`src/rtl/data_converter.sv`:
```
// -----------------------------------------------------------------------------
// data_converter
//   Serial-to-parallel byte deframer. Looks for UART-style frames on a
//   one-bit-per-clock serial line: idle high, one start bit (0), eight data
//   bits, one stop bit (1). Each accepted byte is presented in parallel,
//   together with the byte before it and a running XOR checksum.
//
// Ports
//   CLK_30MHZ  in   1  sole clock, rising edge; DIN carries one bit per cycle
//   RST        in   1  asynchronous, active-low reset
//   DIN        in   1  serial data, idle high
//   MODE       in   1  bit order, latched at the start bit:
//                      1 = MSB-first, 0 = LSB-first
//   DOUT_A     out  8  most recently accepted byte
//   DOUT_B     out  8  byte accepted before DOUT_A
//   DOUT_C     out  8  XOR of all bytes accepted since reset
//   CLK_OUT    out  1  toggles once per accepted byte
//   VALID      out  1  one-cycle pulse in the cycle after DOUT_A/B/C update
//
// Build option
//   DATACONV_STOP_CHECK_EN  when defined, a 0 stop bit is a framing error:
//                           the byte is dropped and the deframer re-arms,
//                           waiting for a 1 before the next start bit.
//                           When undefined, the stop bit is not checked.
// -----------------------------------------------------------------------------
module data_converter (
    input  logic       CLK_30MHZ,
    input  logic       RST,
    input  logic       DIN,
    input  logic       MODE,
    output logic [7:0] DOUT_A,
    output logic [7:0] DOUT_B,
    output logic [7:0] DOUT_C,
    output logic       CLK_OUT,
    output logic       VALID
);

    typedef enum logic [1:0] {
        ARM  = 2'd0,
        IDLE = 2'd1,
        DATA = 2'd2,
        STOP = 2'd3
    } state_t;

    state_t     r_state;
    state_t     w_next_state;
    logic       w_accept;
    logic       w_start;

    logic [2:0] r_cnt;
    logic [7:0] r_shift;
    logic       r_mode;
    logic [7:0] r_dout_a;
    logic [7:0] r_dout_b;
    logic [7:0] r_dout_c;
    logic       r_clk_out;
    logic       r_valid;

    // A start bit is only recognised from IDLE; ARM swallows a low or
    // unknown line after reset (or after a framing error).
    assign w_start = (r_state == IDLE) && !DIN;

    always_ff @(posedge CLK_30MHZ or negedge RST) begin
        if (!RST) begin
            r_state <= ARM;
        end else begin
            r_state <= w_next_state;
        end
    end

    always_comb begin
        w_next_state = r_state;
        w_accept     = 1'b0;
        case (r_state)
            ARM: begin
                if (DIN) w_next_state = IDLE;
            end
            IDLE: begin
                if (!DIN) w_next_state = DATA;
            end
            DATA: begin
                if (r_cnt == 3'd7) w_next_state = STOP;
            end
            STOP: begin
`ifdef DATACONV_STOP_CHECK_EN
                if (DIN) begin
                    w_accept     = 1'b1;
                    w_next_state = IDLE;
                end else begin
                    w_next_state = ARM;
                end
`else
                w_accept     = 1'b1;
                w_next_state = IDLE;
`endif
            end
            default: w_next_state = ARM;
        endcase
    end

    always_ff @(posedge CLK_30MHZ or negedge RST) begin
        if (!RST) begin
            r_cnt     <= 3'd0;
            r_shift   <= 8'h00;
            r_mode    <= 1'b0;
            r_dout_a  <= 8'h00;
            r_dout_b  <= 8'h00;
            r_dout_c  <= 8'h00;
            r_clk_out <= 1'b0;
            r_valid   <= 1'b0;
        end else begin
            // Bit order is frozen for the whole frame at the start bit.
            if (w_start) begin
                r_mode <= MODE;
                r_cnt  <= 3'd0;
            end

            // Counter wraps 7 -> 0 on the last data bit.
            if (r_state == DATA) begin
                r_cnt <= r_cnt + 3'd1;
                if (r_mode) begin
                    r_shift <= {r_shift[6:0], DIN};
                end else begin
                    r_shift <= {DIN, r_shift[7:1]};
                end
            end

            if (w_accept) begin
                r_dout_b  <= r_dout_a;
                r_dout_a  <= r_shift;
                r_dout_c  <= r_dout_c ^ r_shift;
                r_clk_out <= ~r_clk_out;
            end

            r_valid <= w_accept;
        end
    end

    assign DOUT_A  = r_dout_a;
    assign DOUT_B  = r_dout_b;
    assign DOUT_C  = r_dout_c;
    assign CLK_OUT = r_clk_out;
    assign VALID   = r_valid;

endmodule

```
`config.mk`:
```
export PLATFORM = sky130hd
export DESIGN_NAME = data_converter
export DESIGN_NICKNAME = d
export VERILOG_FILES = /design/src/rtl/data_converter.sv
export SDC_FILE = /design/constraint.sdc
export NUM_CORES = 1
export LEC_CHECK = 0
export BUFFER_PORTS_ARGS = -buffer_cell sky130_fd_sc_hd__buf_2
export CELL_PAD_IN_SITES_DETAIL_PLACEMENT = 0
export CELL_PAD_IN_SITES_GLOBAL_PLACEMENT = 2
export CORE_ASPECT_RATIO = 0.8
export CORE_MARGIN = 2
export CORE_UTILIZATION = 36
export CTS_BUF_LIST = sky130_fd_sc_hd__clkbuf_8 sky130_fd_sc_hd__clkbuf_16
export DETAILED_ROUTE_END_ITERATION = 12
export HOLD_SLACK_MARGIN = 0.08
export PLACE_DENSITY_LB_ADDON = 0.3
export SLEW_MARGIN = 15
export SYNTH_ARGS = -nofsm -noshare
export SYNTH_HDL_FRONTEND = slang
export SYNTH_SLANG_ARGS = --single-unit
```
`constraint.sdc`:
```
create_clock -name CLK_30MHZ -period 1.7 [get_ports CLK_30MHZ]
set_clock_uncertainty 0.15 [all_clocks]
set_input_delay 0.17 -clock CLK_30MHZ [delete_from_list [all_inputs] [get_ports CLK_30MHZ]]
set_output_delay 0.17 -clock CLK_30MHZ [all_outputs]
set_load 0.05 [all_outputs]
```
======== Word-level counts from Yosys, hierarchy flattened ========
Index checks and enable logic that the tools add are counted.
word-level totals
  register bits after elaboration ......... 40
cells by class
  add/subtract/negate cells ............... 1
  equality and inequality tests ........... 7
  multiplexer cells ....................... 8
  bitwise operators ....................... 2
  reductions and logical operators ........ 5
operators with widths
  cell                                            number
  two-way mux 8 bit                               1
  one-hot mux 2 bit (4 select lines)              1
  bitwise XOR 8 bit                               1
  two-way mux 2 bit                               3
  two-way mux 3 bit                               2
  inequality test 2 bit (second input constant)   3
  == test 2 bit (second input constant)           2
  adder 3 x 1 -> 3 bit (second input constant)    1
  == test 3 bit (second input constant)           1
  AND reduction 3 bit                             1
  == test 2 x 1 -> 1 bit (second input constant)  1
  zero test 2 bit                                 1
  nonzero test 2 bit                              1
  logical AND 1 bit                               1
  zero test 1 bit                                 1
  two-way mux 1 bit                               1
  NOT 1 bit                                       1

======== Longest topological paths before layout ========
  depth after elaboration ................. 4
  depth in mapped cells ................... 5

======== Least setup slack after synthesis ========
Ideal clock, no wire load.
  path type ............................... register to register
  start point ............................. reg r_state[0]
  end point ............................... reg r_dout_b[5], in the netlist DOUT_B[5]
  arrival ................................. 1,131 ps
  path slack .............................. 294 ps
  stages on the path, launching flop included .. 5
  buffers on the path ..................... 2
  period minus slack after synthesis ...... 1,406 ps
  path through ............................ dfrtp_1 -> ha_1 -> buf_6 -> buf_6 -> mux2_4
on the way
  word-level cells in the longest chain between the ends .. 2
ends and longest elaborated chain
  element                 RTL line  text
  start, declared         45        state_t r_state;
  start signal, assigned  67        r_state <= w_next_state;
  == test 2 bit           74        case (r_state)
  two-way mux 1 bit       74
  named net w_accept      47        logic w_accept;
  end signal, assigned    129       r_dout_b <= r_dout_a;
  end, declared           54        logic [7:0] r_dout_b;
The timed path passes the listed nets, and every way through them passes these cells.
A chain may end at the register's enable or synchronous reset.

======== Worst setup path after layout ========
  start point ............................. reg r_state[1]
  end point ............................... reg r_cnt[0]
on the way
  word-level cells in the longest chain between the ends .. 3
ends and longest elaborated chain
  element                              RTL line  text
  == test 2 x 1 -> 1 bit               61        assign w_start = (r_state == IDLE) && !DIN;
  logical AND 1 bit                    61
  nonzero test 2 bit (no source line)  --
  end signal, assigned                 120       r_cnt <= r_cnt + 3'd1;
  end, declared                        50        logic [2:0] r_cnt;
Parallel ways exist; a longest one is shown, timed or not.

==> metrics.cfg <==
[logic_synthesis]
synth.largest_area_cell=dfrtp_1
syn-cell-area_mm2=0.001683
syn_area_per_cell_um2=12.02
ys_ff_latch=40
seq_area_frac_synth_pct=59.48
synth_mux_area_share_pct=12.04
synthTopCellsByCount=dfrtp_1, nand2_1, inv_1, o21ai_0
synth_top_family_by_area=multiplexers
synth_adder_area_share_pct=4.461
yosys.area_share.simple_pct=7.212
syn_inst=140
ys_top_cells_by_area=dfrtp_1, mux2i_1, ha_1
synth_xor_xnor_area_share_pct=4.684
synth-edff-count=0
ys.flop_type=dfrtp_1
ys_types=21
yosys_warnings=0
yosysMostFrequentCell=dfrtp_1
synth-compound-area-share_pct=7.138
synth.top_cell.area_share_pct=59.48
async_flop_share_pct=100.0
syn_nets=150

[drt]
first_iter_violations=39
drt_pass1_iterations=4
dr_total_vias=1076
via_per_inst=4.540
routed_wl_um=2897
route.detailed.wl_per_inst_um=12.22
drc=0
ant_nets=0

[die]
start_util_pct=37.05
die_x_um=80.44
num_rows=22
core_area_mm2=0.004542
die_area_mm2=0.005241
io_pins=30
fp.dieH_um=65.16

[clock_tree]
clk_path_buf_depth=2
cts_buffers=5
clock-root-buffer=clkbuf_8
post_cts_buffers=0
cts_sinks=40
cts-htree-levels=2
clkTransAtPathRegs_ps=80
insertion_delay_ps=290
tritoncts=done

[critical_path]
rr_startpoint=r_state[1]
worstPathMaxFanout=5
start_kind=flip-flop
r2r_slack_ps=180
reg2regPathDepth=5
cp.arrival_ps=1540
r2r_end=r_cnt[0]
setup.worst_path.end=r_cnt[0]
critical_path.startpoint=r_state[1]
crit_type=flip-flop to flip-flop
critPathCaptureType=flip-flop
required_ps=1720

[sta]
finalHoldViolCount=0
fmax_mhz=657.2
finalSetupViolCount=0
setup_tns_ps=0
period_needed_ps=1522
period_share_pct=89.51
slew-limit-headroom_pct=69.92
tightest_slew_ps=451.2
rsz0062_at_grt=no
maxSlewViolCount=0

[placed_design]
hpwl_um=2041
port_buffers=29
placed_area_mm2=0.001904
gp_congestion=0.6495

[global_routing]
grt_max_degree=27
grt_use_total_pct=12.83
grt_pass1_vias=1110
grt_pass1_wl_um=5043
antenna_found_initial=0
globalRouteOverflowTotal=0

[cells_and_area]
insertedDiodeCount=0
areaGrowthSynthToFinish_pct=22.30
nets=186
layout-drive-gt1-share_pct=28.81
final_area_mm2=0.002058

[min_path]
min_path_type=input port to async pin

[job]
maxCapViolations=0

[run_status]
status=finished, final reports clean

-- how the worst min path moves through the flow --
stage / cells past startpoint / from / end / slack [ps]
after global routing: 2 / RST / DOUT_B[1] / 240
after CTS: 2 / RST / DOUT_A[3] / 220
after floorplan: 0 / RST / CLK_OUT / -280
after detailed placement: 1 / RST / DOUT_B[1] / -3
final: 2 / RST / DOUT_A[3] / 200
after global placement: 1 / RST / DOUT_B[1] / -10
-- timing repair --
item,CTS,global route
gates resized for setup,0,1
endpoints found under the hold margin,42,0
hold buffers,3,0
endpoints found under the setup margin,0,1
-- metal layers --
layer | share of wire, % | global-route usage (%) | up-vias
met1 | 45 | 15.50 | 517
met5 | 0 | 0 | -
met4 | 2.0 | 6.356 | 0
met3 | 5.1 | 3.709 | 6
li1 | - | - | 530
met2 | 48 | 21.04 | 23
-- final cells by class --
| class | count | area, µm² |
|---|---|---|
| inverter | 10 | 37.54 |
| timing repair buffer | 35 | 222.7 |
| multi-input combinational | 84 | 600.6 |
| fill | 429 | 2484 |
| tap | 60 | 75.07 |
| clock inverter | 2 | 38.79 |
| sequential | 40 | 1001 |
| clock buffer | 6 | 82.58 |
-- registers in the layout, summed over array words and instances, names as in the netlist --
register and count:
r_shift 8, VALID 1, r_state 2, r_mode 1
DOUT_B 8, CLK_OUT 1, DOUT_A 8, DOUT_C 8
r_cnt 3
-- cell usage in the layout (no fill, tap or decap) --
cell / count
a22oi_1: 1
ha_1: 5
nand2b_1: 3
mux2_4: 3
mux2i_1: 9
buf_2: 29
a21oi_1: 9
mux2_2: 6
clkbuf_8: 6
clkinv_4: 1
nor2b_1: 2
xnor2_1: 8
a31o_2: 1
bufinv_16: 1
a2bb2oi_1: 1
buf_4: 1
inv_1: 10
ha_2: 1
xor2_1: 1
o21ai_0: 10
buf_12: 2
dfrtp_1: 40
nor2_1: 9
nand2_1: 15
dlygate4sd3_1: 3
-- stage by stage --
| stage | setup WS, ps | hold WS (ps) | utilization (%) | instances |
|---|---|---|---|---|
| floorplan | 293.7 | -275.6 | - | 140 |
| global placement | 236.9 | -13.76 | 41.93 | 226 |
| detailed placement | 126.5 | -3.401 | 41.93 | 226 |
| CTS | 97.01 | 218.2 | 45.26 | 237 |
| global route | 71.77 | 241.8 | 45.32 | 237 |
| finish | 178.3 | 203.3 | 45.32 | 237 |
-- critical path: stages, from the launching register on --
cell and delay, ps:
dfrtp_1 410, inv_1 110, ha_1 230, nor2b_1 190, nor2_1 50, mux2_2 270
-- logic make-up (layout without fill, tap and decap cells) --
group,count (synthesis),in the layout
compound gates,22,22
xor+xnor,9,9
fa+ha+maj,6,6
buf+inv,16,53
flops,40,40
mux,18,18
simple gates,29,29
Power is not shown: default switching activity piles up to over one toggle a cycle in this logic, so the estimate is an artifact.
